===== config.mk =====
export PLATFORM = sky130hd
export DESIGN_NAME = riscv_decode_ctrl_flat
export DESIGN_NICKNAME = d
export VERILOG_FILES = /design/src/rtl/riscv_decode_ctrl_if.sv /design/src/rtl/riscv_decode_ctrl.sv /design/src/flat_wrapper.sv
export SDC_FILE = /design/constraint.sdc
export NUM_CORES = 1
export LEC_CHECK = 0
export ABC_AREA = 1
export CORE_MARGIN = 8
export CORE_UTILIZATION = 54
export CTS_BUF_LIST = sky130_fd_sc_hd__clkbuf_2
export DETAILED_ROUTE_END_ITERATION = 6
export PLACE_DENSITY = 0.95
export RECOVER_POWER = 25
export SLEW_MARGIN = 30
export SYNTH_ARGS = -nofsm -noshare
export SYNTH_HDL_FRONTEND = slang
export SYNTH_SLANG_ARGS = --single-unit

===== constraint.sdc =====
create_clock -name clk -period 3.6 [get_ports clk]
set_clock_uncertainty 0.2 [all_clocks]
set_input_delay 0.9 -clock clk [delete_from_list [all_inputs] [get_ports clk]]
set_output_delay 0.9 -clock clk [all_outputs]
set_load 0.1 [all_outputs]

===== src/rtl/riscv_decode_ctrl_if.sv =====
// Fetch-side and execute-side handshake bundle for the RV32I decode/control unit.
// The decoder uses the slave modport; whoever feeds instructions and consumes fields uses master.
interface riscv_decode_ctrl_if #(
    parameter int unsigned XLEN     = 32,
    parameter int unsigned ALU_OP_W = 5
);
    logic                in_valid;
    logic                in_ready;
    logic [31:0]         instr;
    logic                out_valid;
    logic                out_ready;
    logic                reg_write;
    logic [ALU_OP_W-1:0] alu_op;
    logic [4:0]          rd;
    logic [4:0]          rs1;
    logic [4:0]          rs2;
    logic                use_imm;
    logic [XLEN-1:0]     imm;
    logic                illegal;

    modport master (
        output in_valid, instr, out_ready,
        input  in_ready, out_valid, reg_write, alu_op, rd, rs1, rs2, use_imm, imm, illegal
    );

    modport slave (
        input  in_valid, instr, out_ready,
        output in_ready, out_valid, reg_write, alu_op, rd, rs1, rs2, use_imm, imm, illegal
    );
endinterface


===== src/rtl/riscv_decode_ctrl.sv =====
// Registered RV32I ALU-instruction decoder with valid/ready on both sides,
// a multi-cycle MUL stall, synchronous flush and a retired-instruction counter.
module riscv_decode_ctrl #(
    parameter int unsigned XLEN       = 32,
    parameter int unsigned ALU_OP_W   = 5,
    parameter int unsigned ENABLE_M   = 1,
    parameter int unsigned MUL_CYCLES = 4,
    parameter int unsigned CNT_W      = 16
) (
    input  logic                  clk,
    input  logic                  rst_n,
    input  logic                  flush,
    riscv_decode_ctrl_if.slave    bus,
    output logic                  busy,
    output logic [CNT_W-1:0]      retire_cnt
);

    localparam int unsigned MC_W = (MUL_CYCLES > 2) ? $clog2(MUL_CYCLES) : 1;
    localparam logic [MC_W-1:0] MUL_LOAD = MC_W'(MUL_CYCLES - 2);

    localparam logic [6:0] OPC_R   = 7'b0110011;
    localparam logic [6:0] OPC_I   = 7'b0010011;
    localparam logic [6:0] OPC_LUI = 7'b0110111;

    localparam logic [6:0] F7_BASE = 7'b0000000;
    localparam logic [6:0] F7_ALT  = 7'b0100000;
    localparam logic [6:0] F7_MULD = 7'b0000001;

    localparam logic [ALU_OP_W-1:0] OP_ADD   = ALU_OP_W'(0);
    localparam logic [ALU_OP_W-1:0] OP_SUB   = ALU_OP_W'(1);
    localparam logic [ALU_OP_W-1:0] OP_AND   = ALU_OP_W'(2);
    localparam logic [ALU_OP_W-1:0] OP_OR    = ALU_OP_W'(3);
    localparam logic [ALU_OP_W-1:0] OP_XOR   = ALU_OP_W'(4);
    localparam logic [ALU_OP_W-1:0] OP_SLL   = ALU_OP_W'(5);
    localparam logic [ALU_OP_W-1:0] OP_SRL   = ALU_OP_W'(6);
    localparam logic [ALU_OP_W-1:0] OP_SRA   = ALU_OP_W'(7);
    localparam logic [ALU_OP_W-1:0] OP_SLT   = ALU_OP_W'(8);
    localparam logic [ALU_OP_W-1:0] OP_SLTU  = ALU_OP_W'(9);
    localparam logic [ALU_OP_W-1:0] OP_MUL   = ALU_OP_W'(10);
    localparam logic [ALU_OP_W-1:0] OP_PASSB = ALU_OP_W'(11);

    typedef enum logic [1:0] {
        EMPTY   = 2'd0,
        FULL    = 2'd1,
        MULWAIT = 2'd2
    } state_t;

    state_t              state;
    logic [MC_W-1:0]     mul_cnt;
    logic                reg_write_q;
    logic [ALU_OP_W-1:0] alu_op_q;
    logic [4:0]          rd_q;
    logic [4:0]          rs1_q;
    logic [4:0]          rs2_q;
    logic                use_imm_q;
    logic [XLEN-1:0]     imm_q;
    logic                illegal_q;

    logic [6:0]          opcode;
    logic [2:0]          funct3;
    logic [6:0]          funct7;
    logic                accept;

    logic                dec_illegal;
    logic                dec_mul;
    logic                dec_use_imm;
    logic [ALU_OP_W-1:0] dec_op;
    logic [XLEN-1:0]     dec_imm;
    logic [4:0]          dec_rs1;

    assign opcode = bus.instr[6:0];
    assign funct3 = bus.instr[14:12];
    assign funct7 = bus.instr[31:25];

    // Ready is the only combinational output: it must see flush and out_ready in the same cycle.
    assign bus.in_ready = !flush && ((state == EMPTY) || ((state == FULL) && bus.out_ready));
    assign accept       = bus.in_valid && bus.in_ready;

    // Instruction decode of the word presented on the input side.
    always_comb begin
        dec_illegal = 1'b0;
        dec_mul     = 1'b0;
        dec_use_imm = 1'b0;
        dec_op      = OP_ADD;
        dec_imm     = '0;
        dec_rs1     = bus.instr[19:15];
        unique case (opcode)
            OPC_R: begin
                if (funct7 == F7_BASE) begin
                    unique case (funct3)
                        3'b000: dec_op = OP_ADD;
                        3'b001: dec_op = OP_SLL;
                        3'b010: dec_op = OP_SLT;
                        3'b011: dec_op = OP_SLTU;
                        3'b100: dec_op = OP_XOR;
                        3'b101: dec_op = OP_SRL;
                        3'b110: dec_op = OP_OR;
                        3'b111: dec_op = OP_AND;
                        default: dec_illegal = 1'b1;
                    endcase
                end else if (funct7 == F7_ALT && funct3 == 3'b000) begin
                    dec_op = OP_SUB;
                end else if (funct7 == F7_ALT && funct3 == 3'b101) begin
                    dec_op = OP_SRA;
                end else if (funct7 == F7_MULD && funct3 == 3'b000 && ENABLE_M != 0) begin
                    dec_op  = OP_MUL;
                    dec_mul = 1'b1;
                end else begin
                    dec_illegal = 1'b1;
                end
            end
            OPC_I: begin
                dec_use_imm = 1'b1;
                dec_imm     = XLEN'($signed(bus.instr[31:20]));
                unique case (funct3)
                    3'b000: dec_op = OP_ADD;
                    3'b010: dec_op = OP_SLT;
                    3'b011: dec_op = OP_SLTU;
                    3'b100: dec_op = OP_XOR;
                    3'b110: dec_op = OP_OR;
                    3'b111: dec_op = OP_AND;
                    3'b001: begin
                        dec_op      = OP_SLL;
                        dec_illegal = (funct7 != F7_BASE);
                    end
                    3'b101: begin
                        if (funct7 == F7_BASE)     dec_op = OP_SRL;
                        else if (funct7 == F7_ALT) dec_op = OP_SRA;
                        else                       dec_illegal = 1'b1;
                    end
                    default: dec_illegal = 1'b1;
                endcase
            end
            OPC_LUI: begin
                dec_op      = OP_PASSB;
                dec_use_imm = 1'b1;
                dec_imm     = XLEN'($signed({bus.instr[31:12], 12'b0}));
                dec_rs1     = 5'd0;
            end
            default: dec_illegal = 1'b1;
        endcase

        // Illegal words still flow through, but with a neutral, non-writing control set.
        if (dec_illegal) begin
            dec_mul     = 1'b0;
            dec_use_imm = 1'b0;
            dec_op      = OP_ADD;
            dec_imm     = '0;
        end
    end

    // Pipeline state, MUL countdown, decoded-field registers and retire counter.
    always_ff @(posedge clk or negedge rst_n) begin
        if (!rst_n) begin
            state       <= EMPTY;
            mul_cnt     <= '0;
            reg_write_q <= 1'b0;
            alu_op_q    <= '0;
            rd_q        <= '0;
            rs1_q       <= '0;
            rs2_q       <= '0;
            use_imm_q   <= 1'b0;
            imm_q       <= '0;
            illegal_q   <= 1'b0;
            retire_cnt  <= '0;
        end else if (flush) begin
            state   <= EMPTY;
            mul_cnt <= '0;
        end else begin
            if ((state == FULL) && bus.out_ready) begin
                retire_cnt <= retire_cnt + CNT_W'(1);
            end
            if (accept) begin
                reg_write_q <= !dec_illegal;
                alu_op_q    <= dec_op;
                rd_q        <= bus.instr[11:7];
                rs1_q       <= dec_rs1;
                rs2_q       <= bus.instr[24:20];
                use_imm_q   <= dec_use_imm;
                imm_q       <= dec_imm;
                illegal_q   <= dec_illegal;
                if (dec_mul) begin
                    state   <= MULWAIT;
                    mul_cnt <= MUL_LOAD;
                end else begin
                    state   <= FULL;
                    mul_cnt <= '0;
                end
            end else begin
                unique case (state)
                    FULL: begin
                        if (bus.out_ready) state <= EMPTY;
                    end
                    MULWAIT: begin
                        if (mul_cnt == '0) state <= FULL;
                        else               mul_cnt <= mul_cnt - MC_W'(1);
                    end
                    default: state <= EMPTY;
                endcase
            end
        end
    end

    assign bus.out_valid = (state == FULL);
    assign busy          = (state == MULWAIT);
    assign bus.reg_write = reg_write_q;
    assign bus.alu_op    = alu_op_q;
    assign bus.rd        = rd_q;
    assign bus.rs1       = rs1_q;
    assign bus.rs2       = rs2_q;
    assign bus.use_imm   = use_imm_q;
    assign bus.imm       = imm_q;
    assign bus.illegal   = illegal_q;

endmodule

===== src/flat_wrapper.sv =====
// flat-port wrapper written by rule: the top's interface ports become plain ports
module riscv_decode_ctrl_flat 
#(
    parameter int unsigned XLEN       = 32,
    parameter int unsigned ALU_OP_W   = 5,
    parameter int unsigned ENABLE_M   = 1,
    parameter int unsigned MUL_CYCLES = 4,
    parameter int unsigned CNT_W      = 16
)
  (clk, rst_n, flush, busy, retire_cnt, bus_in_valid, bus_instr, bus_out_ready, bus_in_ready, bus_out_valid, bus_reg_write, bus_alu_op, bus_rd, bus_rs1, bus_rs2, bus_use_imm, bus_imm, bus_illegal);
  riscv_decode_ctrl_if #(.XLEN(XLEN), .ALU_OP_W(ALU_OP_W)) bus_i ();
  input  logic clk;
  input  logic rst_n;
  input  logic flush;
  output logic busy;
  output logic [CNT_W-1:0] retire_cnt;
  input wire logic [$bits(bus_i.in_valid)-1:0] bus_in_valid;
  input wire logic [$bits(bus_i.instr)-1:0] bus_instr;
  input wire logic [$bits(bus_i.out_ready)-1:0] bus_out_ready;
  output wire logic [$bits(bus_i.in_ready)-1:0] bus_in_ready;
  output wire logic [$bits(bus_i.out_valid)-1:0] bus_out_valid;
  output wire logic [$bits(bus_i.reg_write)-1:0] bus_reg_write;
  output wire logic [$bits(bus_i.alu_op)-1:0] bus_alu_op;
  output wire logic [$bits(bus_i.rd)-1:0] bus_rd;
  output wire logic [$bits(bus_i.rs1)-1:0] bus_rs1;
  output wire logic [$bits(bus_i.rs2)-1:0] bus_rs2;
  output wire logic [$bits(bus_i.use_imm)-1:0] bus_use_imm;
  output wire logic [$bits(bus_i.imm)-1:0] bus_imm;
  output wire logic [$bits(bus_i.illegal)-1:0] bus_illegal;
  assign bus_i.in_valid = bus_in_valid;
  assign bus_i.instr = bus_instr;
  assign bus_i.out_ready = bus_out_ready;
  assign bus_in_ready = bus_i.in_ready;
  assign bus_out_valid = bus_i.out_valid;
  assign bus_reg_write = bus_i.reg_write;
  assign bus_alu_op = bus_i.alu_op;
  assign bus_rd = bus_i.rd;
  assign bus_rs1 = bus_i.rs1;
  assign bus_rs2 = bus_i.rs2;
  assign bus_use_imm = bus_i.use_imm;
  assign bus_imm = bus_i.imm;
  assign bus_illegal = bus_i.illegal;
  riscv_decode_ctrl #(.XLEN(XLEN), .ALU_OP_W(ALU_OP_W), .ENABLE_M(ENABLE_M), .MUL_CYCLES(MUL_CYCLES), .CNT_W(CNT_W)) u_core (.clk(clk), .rst_n(rst_n), .flush(flush), .bus(bus_i), .busy(busy), .retire_cnt(retire_cnt));
endmodule

==> results.md, run 1 <==
* WL per Instance at 15.0 um
* Skew-Pair Late Insertion Delay at 0.49 ns
* Slowest stage cell, crit path: clkdlybuf4s50_1
* Total GRT Usage at 0.208
* Clk sinks at 74
* Fillers at 574
* Reg area at 0.00185 mm2
* Synth Instances at 479
* R2r setup slk at 1.62 ns
* Clock slew at reported path FFs at 0.19 ns
* Total Nets Final at 621
* Synth warn at 0
* Most frequent cells in the layout: 161 x nand2_1, 75 x buf_4, 74 x dfrtp_1
* Worst-Margin Slew at 1.79 ns
* Synth Area in Simple Gates at 0.341
* Non-Filler Instances at 685
* Drt pass-1 iters at 5
* Worst path required time at 2.50 ns
* Die X at 101 um
* Post-synthesis cell area at 0.00394 mm2
* Htree depth at 3
* Post-synthesis compound-gate area fraction at 0.0619
* Crit path time final at 3.06 ns
* Sw Ratio at 0.428
* Setup Viol. Count Final at 0
* Row Count at 31
* Synth Area per Inst at 8.23 um2
* Worst-path cell chain: clkdlybuf4s50_1 > nor2_1 > nor3_2 > buf_12
* Post-CTS Resized at 0
* Worst-case reg-to-reg path depth at 5
* Share of cells above drive strength 1 at 0.244
* Grt total ovfl at 0
* Worst Path Buf+Inv at 2
* Final wirelength at 10300 um
* Post-Synth XOR/XNOR Area at 0.0311
* CP Capture Type: output pin
* Fmax at 327 MHz
* #FFs+latches synth at 74
* Seq pwr share at 0.480
* I/O pin cnt at 111
* TritonCTS buffer count at 9
* Core ar. at 0.00718 mm2
* Clock power share at 0.195
* Hold slack at 0.308 ns
* Critical path data arrival time at 1.96 ns
* R2R Path Start: u_core.state[1]
* Hold crit path type: register to register
* Setup TNS at 0 ns
* Antenna cells at 0
* Post-Synth Adder-Cell Area at 0.00635
* Antenna violations before repair at 0
* Outcome: finished, violations left
* Reg-to-Reg End: u_core.bus.rs1[2]
* Placed Cells at 670
* Largest net degree at the start of global routing at 75
* Leak at 2.67 nW
* Area delta synth->final at 25.0%
* Failing checks: capacitance limit, slew limit
* Synth Net Count at 518
* Pins Over Slew Limit at 75
* Logic pwr share at 0.325
* Sequential share of the synthesized area at 0.470
* Die area at 0.0103 mm2
* Vias in the first global route at 3591
* Top delay family on crit path: buffers and inverters
* First-pass GRT wire length at 17100 um
* Int Power at 1.10 mW
* IO Port Bufs at 109
* Period utilization at 0.850
* Critical path depth in cells at 4
* Routed Antenna Nets at 0
* Drt via density at 5.29
* CTS max path bufs at 2
* Root buffer cell: clkbuf_2
* Final HPWL DP at 7600 um
* Critical path peak fanout at 3
* Crit path from: bus_out_ready
* Main combinational cell family by area after synthesis: simple AND/OR/NAND/NOR gates
* RD Place Congestion at 1.06
* CP max stage delay at 0.52 ns
* Worst setup path endpoint: bus_in_ready
* Die height at 101 um
* CTS tree: built
* Sw power at 0.826 mW
* Critical path type: input port to output pin
* Multi-input gate area at 0.00174 mm2
* Starting Density at 0.549
* Number of distinct library cells after synthesis at 35
* Total power at 1.93 mW
* Crit path launch type: input port
* Mux cell area share after synthesis at 0
* Final Hold Vio Count at 0
* VDD IR max at 0.162 mV
* Max Cap Viol at 1
* RSZ-0062 raised after global routing: no
* Worst rel slew slack at -0.192
* Pwr dens at 392 mW/mm2
* Via count at 3627
* DR iter-0 viols at 213
* Remaining routing DRC violations at 0
* Hold-fix buffers, CTS at 0
* Post-CTS setup buffers at 0
* Commonest non-fill, non-tap cell in the layout: nand2_1
-- synthesized netlist by cell type --
cell type	instances	area share
o21bai_1	1	0.0019
inv_1	42	0.040
a21boi_0	2	0.0038
o211ai_1	1	0.0019
nor3_2	1	0.0025
xor2_1	10	0.022
nor2_2	3	0.0048
buf_6	2	0.0057
nand2_2	7	0.011
nand3_2	23	0.058
conb_1	1	0.00095
inv_6	1	0.0022
nand2_4	2	0.0057
nor2_8	1	0.0051
o21ai_2	1	0.0022
dfrtp_1	74	0.47
buf_2	1	0.0013
nand3_1	27	0.034
buf_1	1	0.00095
nor2_1	25	0.024
clkbuf_1	8	0.0076
a21oi_1	2	0.0025
a211oi_1	2	0.0038
nand3b_1	4	0.0076
nand4_1	2	0.0032
buf_12	2	0.010
nor2_4	6	0.017
o21ai_0	36	0.046
inv_2	7	0.0067
nand2_1	161	0.15
nor3_1	11	0.014
clkbuf_8	2	0.0070
ha_1	2	0.0063
buf_4	4	0.0076
xnor2_1	4	0.0089
-- cells by family (layout without fill, tap and decap cells) --
group | Yosys count | count (layout)
xor+xnor | 14 | 14
simple gates | 273 | 273
buf+inv | 70 | 177
compound gates | 45 | 45
other cells | 1 | 1
fa+ha+maj | 2 | 2
flops | 74 | 74
-- power groups by stage --
| stage | Combinational [mW] | Clock (mW) | Sequential (mW) |
|---|---|---|---|
| detailed placement | 0.629 | 0 | 0.940 |
| floorplan | 0.133 | 0 | 1.26 |
| CTS | 0.630 | 0.386 | 0.925 |
| global route | 0.662 | 0.428 | 0.932 |
| global placement | 0.617 | 0 | 0.933 |
| finish | 0.627 | 0.376 | 0.927 |
-- worst min path at each step --
stage                        from                 end  cells after the start
6_report         u_core.bus.rd[4]    u_core.bus.rd[4]                      2
4_1_cts                     rst_n   u_core.bus.rs1[3]                      1
2_1_floorplan   u_core.mul_cnt[1]   u_core.mul_cnt[1]                      2
5_1_grt         u_core.bus.imm[4]   u_core.bus.imm[4]                      2
3_3_place_gp     u_core.bus.rd[4]    u_core.bus.rd[4]                      2
3_5_place_dp   u_core.bus.imm[11]  u_core.bus.imm[11]                      2
-- stage by stage --
stage               area (um2)  setup WS (ns)   util
floorplan                 3940          0.314      -
global placement          4850          0.572  0.676
detailed placement        4850          0.494  0.676
CTS                       4930          0.534  0.687
global route              4930          0.454  0.687
finish                    4930          0.539  0.687
-- registers in the layout, summed over array words and instances, names as in the netlist --
register              count
u_core.bus.imm           32
u_core.retire_cnt        16
u_core.bus.rd             5
u_core.bus.rs1            5
u_core.bus.rs2            5
u_core.bus.alu_op         4
u_core.mul_cnt            2
u_core.state              2
u_core.bus.illegal        1
u_core.bus.reg_write      1
u_core.bus.use_imm        1
-- worst reg2reg max path: cells and delay by family, from the launching register on --
| kind | cells | cell delay (ns) |
|---|---|---|
| AOI/OAI and AO/OA | 1 | 0.19 |
| DFF | 1 | 0.48 |
| buffers and inverters | 1 | 0.32 |
| and+or+nand+nor | 3 | 0.72 |
-- final cells by class --
type	count	share of cell area
repair buffers	112	0.190
flip-flops and latches	74	0.376
well taps	99	0.0251
inverters	50	0.0391
clock inverters	5	0.00660
clock buffers	10	0.0102
multi-input cells	335	0.353
-- metal layers --
| metal | GRT usage | part of all wire | vias up |
|---|---|---|---|
| li1 | - | - | 1714 |
| met1 | 0.259 | 0.41 | 1720 |
| met2 | 0.335 | 0.48 | 175 |
| met3 | 0.0522 | 0.092 | 18 |
| met4 | 0.0859 | 0.019 | 0 |
| met5 | 0 | 0 | - |
Note: power is estimated with default switching activity, not from simulation.
==> run 2: changes to the inputs <==
SLEW_MARGIN = 10   (was 30)
==> run 2 against run 1 <==
Effect of this change: the flow still finishes with violations (capacitance limit, slew limit); sequential share of layout area stayed put; highest routed layer unchanged; clock power hardly changed; largest cell class unchanged; register-to-register slack hardly changed; worst setup slack hardly changed; maximum frequency hardly changed; routed wire length is 0.40% lower; combinational power hardly changed.
==> results.md, run 2 (same netlist as run 1, synthesis figures left out) <==
* Outcome: finished, violations left
* Failing checks: capacitance limit, slew limit
* WL per Instance at 14.9 um
* First-pass GRT wire length at 17100 um
* Critical path peak fanout at 3
* Skew-Pair Late Insertion Delay at 0.49 ns
* Die area at 0.0103 mm2
* Max reg flops at 32
* Max Cap Viol at 1
* Worst rel slew slack at -0.199
* CTS max path bufs at 2
* Sw power at 0.824 mW
* Top Metal Used: met4
* Hold crit path type: register to register
* Clock power share at 0.195
* CP max stage delay at 0.52 ns
* IO Port Bufs at 109
* TritonCTS buffer count at 9
* Commonest non-fill, non-tap cell in the layout: nand2_1
* Critical path type: input port to output pin
* Clock slew at reported path FFs at 0.19 ns
* RSZ-0062 raised after global routing: no
* Crit path launch type: input port
* Routed wl met2 at 4820 um
* Setup Viol. Count Final at 0
* Pins Over Slew Limit at 75
* Via count at 3624
* Critical path data arrival time at 1.96 ns
* Crit path time final at 3.06 ns
* Core ar. at 0.00718 mm2
* Hold-fix buffers, CTS at 0
* Drt via density at 5.29
* Root buffer cell: clkbuf_2
* Pwr dens at 391 mW/mm2
* Routed Antenna Nets at 0
* Starting Density at 0.549
* Fmax at 327 MHz
* VDD IR max at 0.162 mV
* Area delta synth->final at 25.0%
* Setup TNS at 0 ns
* DR iter-0 viols at 207
* Total Nets Final at 621
* Slowest stage cell, crit path: clkdlybuf4s50_1
* Int Power at 1.10 mW
* Largest net degree at the start of global routing at 75
* Worst path required time at 2.50 ns
* Worst-Margin Slew at 1.80 ns
* Row Count at 31
* Remaining routing DRC violations at 0
* Sw Ratio at 0.427
* Post-layout util at 0.687
* I/O pin cnt at 111
* Die height at 101 um
* Htree depth at 3
* Drt pass-1 iters at 5
* Seq pwr share at 0.480
* Final HPWL DP at 7600 um
* Worst-path cell chain: clkdlybuf4s50_1 > nor2_1 > nor3_2 > buf_12
* M1 WL at 4270 um
* Period utilization at 0.850
* RD Place Congestion at 1.06
* Clk sinks at 74
* Post-CTS Resized at 0
* Leak at 2.67 nW
* Antenna cells at 0
* Total GRT Usage at 0.208
* Met3 wire length at 922 um
* Post-CTS setup buffers at 0
* Logic pwr share at 0.325
* Vias in the first global route at 3591
* Share of cells above drive strength 1 at 0.244
* Final Hold Vio Count at 0
* Most frequent cells in the layout: 161 x nand2_1, 75 x buf_4, 74 x dfrtp_1
* Antenna violations before repair at 0
* Grt total ovfl at 0
* CP Capture Type: output pin
* Final wirelength at 10200 um
* CTS tree: built
* Die X at 101 um
## run 2: cell counts in the layout (fill, tap and decap cells not counted)
No cell type changed its count.
## run 2: per-stage QoR
stage                     std cells  power, mW  area [um2]  worst slack [ns]  hold WS (ns)
after floorplan                 479       1.39        3940             0.314         0.307
after global placement          670       1.55        4850             0.572         0.264
after detailed placement        670       1.57        4850             0.494         0.266
after CTS                       685       1.94        4930             0.534         0.304
after global routing            685       2.02        4930             0.454         0.338
final                           685       1.93        4930             0.539         0.308
## run 2: final timing paths
kind / startpoint / end / slack [ns] / cells past startpoint
min in group asynchronous: rst_n / u_core.bus.rs2[3] / 0.66 / 1
max in group asynchronous: rst_n / u_core.retire_cnt[5] / 1.46 / 1
max reg2reg: u_core.state[1] / u_core.bus.imm[1] / 1.63 / 6
min reg2reg: u_core.bus.rd[4] / u_core.bus.rd[4] / 0.31 / 2
max: bus_out_ready / bus_in_ready / 0.54 / 4
min: u_core.bus.rd[4] / u_core.bus.rd[4] / 0.31 / 2
## run 2: cell type report
type,instances,area (um2)
fill,574,2250
sequential,74,1850
multi-input combinational,335,1740
timing repair buffer,112,938
inverter,50,193
tap,99,124
clock buffer,10,50.0
clock inverter,5,32.5
## run 2: power by group through the flow
stage | sequential [mW] | combinational, mW | clock (mW)
finish | 0.926 | 0.626 | 0.375
detailed placement | 0.940 | 0.629 | 0
global route | 0.932 | 0.662 | 0.428
floorplan | 1.26 | 0.133 | 0
global placement | 0.933 | 0.617 | 0
CTS | 0.925 | 0.630 | 0.386
## run 2: critical path: cells and delay by family
family,cells,cell delay [ns]
buffers and inverters,2,0.74
AND/OR/NAND/NOR,2,0.32
## run 2: layer usage
layer	vias up	GRT usage
met3	26	0.0522
met1	1714	0.259
li1	1711	-
met4	0	0.0859
met2	173	0.335
met5	-	0
==> run 3: changes to the inputs <==
==> constraint.sdc (replaced) <==
create_clock -name clk -period 3.6 [get_ports clk]
set_clock_uncertainty 0.2 [all_clocks]
set_input_delay 0.54 -clock clk [delete_from_list [all_inputs] [get_ports clk]]
set_output_delay 0.54 -clock clk [all_outputs]
set_load 0.1 [all_outputs]
==> run 3 against run 2 <==
Effect of this change: the flow still finishes with violations (capacitance limit, slew limit); power rose by 7.3%; routed wire length is 0.55% higher; die area stayed put; final area rose by 4.1%; maximum frequency is 5.4% higher; core utilization is 2.8 points higher; largest power group unchanged.
==> results.md, run 3 (same netlist as run 1, synthesis figures left out) <==
* Row Count at 31
* Clock slew at reported path FFs at 0.18 ns
* Fillers at 533
* Worst Path Buf+Inv at 1
* CTS tree: built
* Total Nets Final at 622
* Critical path depth in cells at 1
* Skew-Pair Late Insertion Delay at 0.50 ns
* Clk sinks at 74
* Root buffer cell: clkbuf_2
* R2r setup slk at 1.53 ns
* Period utilization at 0.807
* Top delay family on crit path: buffers and inverters
* Via count at 3566
* DP Area at 0.00501 mm2
* I/O pin cnt at 111
* Leak at 2.58 nW
* Post-CTS Resized at 0
* WL per Instance at 15.0 um
* Core ar. at 0.00718 mm2
* Grt total ovfl at 0
* Worst rel slew slack at -0.200
* Worst path required time at 2.86 ns
* IO Port Bufs at 109
* Final instance area at 0.00513 mm2
* Pre-CTS WS at 0.804 ns
* Setup Viol. Count Final at 0
* Largest net degree at the start of global routing at 75
* Most frequent cells in the layout: 162 x nand2_1, 103 x clkdlybuf4s50_1, 74 x dfrtp_1
* Antenna cells at 0
* Critical path peak fanout at 6
* Int Power at 1.26 mW
* Hold wc startpoint: u_core.bus.imm[28]
* Setup TNS at 0 ns
* Logic pwr share at 0.309
* Die area at 0.0103 mm2
* DR iter-0 viols at 200
* CP max stage delay at 1.18 ns
* Failing checks: capacitance limit, slew limit
* Clock power share at 0.245
* Crit path from: u_core.retire_cnt[2]
* Pins Over Slew Limit at 75
* Share of cells above drive strength 1 at 0.119
* Area delta synth->final at 30.1%
* Crit path time final at 2.90 ns
* Outcome: finished, violations left
* RD Place Congestion at 0.931
* Worst-Margin Slew at 1.80 ns
* Routed Antenna Nets at 0
* Worst-case reg-to-reg path depth at 7
* First-pass GRT wire length at 16500 um
* Fmax at 344 MHz
* Final wirelength at 10300 um
* Reg-to-Reg End: u_core.bus.rs1[1]
* Drt via density at 5.20
* Worst-path cell chain: clkdlybuf4s50_1
* Die height at 101 um
* Critical path type: register to output pin
* Remaining routing DRC violations at 0
* Slowest stage cell, crit path: clkdlybuf4s50_1
* Critical path data arrival time at 2.16 ns
* Die X at 101 um
* Seq pwr share at 0.445
* Sw Ratio at 0.391
* Htree depth at 3
* RSZ-0062 raised after global routing: no
* Final Hold Vio Count at 0
* Vias in the first global route at 3482
* Worst setup path endpoint: retire_cnt[2]
* Drt pass-1 iters at 4
* VDD IR max at 0.209 mV
* Pwr dens at 403 mW/mm2
* R2R Path Start: u_core.state[0]
* Antenna violations before repair at 0
* Commonest non-fill, non-tap cell in the layout: nand2_1
* CP Capture Type: output pin
* Final HPWL DP at 7590 um
* Starting Density at 0.549
* Max Cap Viol at 1
* Crit path launch type: register
* CTS max path bufs at 2
* Hold crit path type: register to register
* Total GRT Usage at 0.202
* Worst setup margin at 0.696 ns
* Sw power at 0.809 mW
* TritonCTS buffer count at 9
* Max reg flops at 32
[run 3: repair_timing]
action | in CTS | in global routing
setup buffers | 0 | 0
hold buffers | 1 | 0
endpoints found under the hold margin | 74 | 0
[run 3: worst register-to-register path, delay by kind of cell (launching register included)]
kind / cells / cell delay, ns
simple gates: 4 / 0.70
buf+inv: 2 / 0.48
flops: 1 / 0.43
compound gates: 1 / 0.20
[run 3: routing by layer]
layer / global-route usage / wire, um
met4: 0.0836 / 160
met1: 0.258 / 4380
met3: 0.0399 / 780
met2: 0.328 / 4960
met5: 0 / 0
[run 3: how the worst min path moves through the flow]
stage                                 to  cells past startpoint
finish                u_core.bus.imm[28]                      2
global route          u_core.bus.imm[28]                      2
CTS                   u_core.bus.imm[20]                      2
detailed placement      u_core.bus.rd[0]                      2
global placement      u_core.bus.imm[25]                      2
floorplan           u_core.bus.alu_op[0]                      0
[run 3: layout make-up]
| cell class | instances | area (um2) | area share |
|---|---|---|---|
| Clock inverter | 4 | 67.6 | 0.0132 |
| Tap cell | 99 | 124 | 0.0242 |
| Timing Repair Buffer | 113 | 1110 | 0.216 |
| Multi-Input combinational cell | 335 | 1730 | 0.337 |
| Inverter | 50 | 193 | 0.0376 |
| Sequential cell | 74 | 1850 | 0.361 |
| Clock buffer | 11 | 55.1 | 0.0107 |
[run 3: power groups by stage]
stage                     Sequential [mW]  Combinational (mW)  Clock [mW]
after detailed placement            0.935               0.642           0
after floorplan                      1.26               0.133           0
after global routing                0.928               0.671       0.546
after CTS                           0.920               0.645       0.513
after global placement              0.933               0.630           0
final                               0.921               0.640       0.507
[run 3: metrics by stage]
step / std cells / hold WS (ns) / utilization / power (mW)
2_1_floorplan: 479 / 0.0444 / - / 1.39
3_3_place_gp: 670 / 0.264 / 0.698 / 1.56
3_5_place_dp: 670 / 0.264 / 0.698 / 1.58
4_1_cts: 686 / 0.307 / 0.716 / 2.08
5_1_grt: 686 / 0.314 / 0.715 / 2.14
6_report: 686 / 0.303 / 0.715 / 2.07
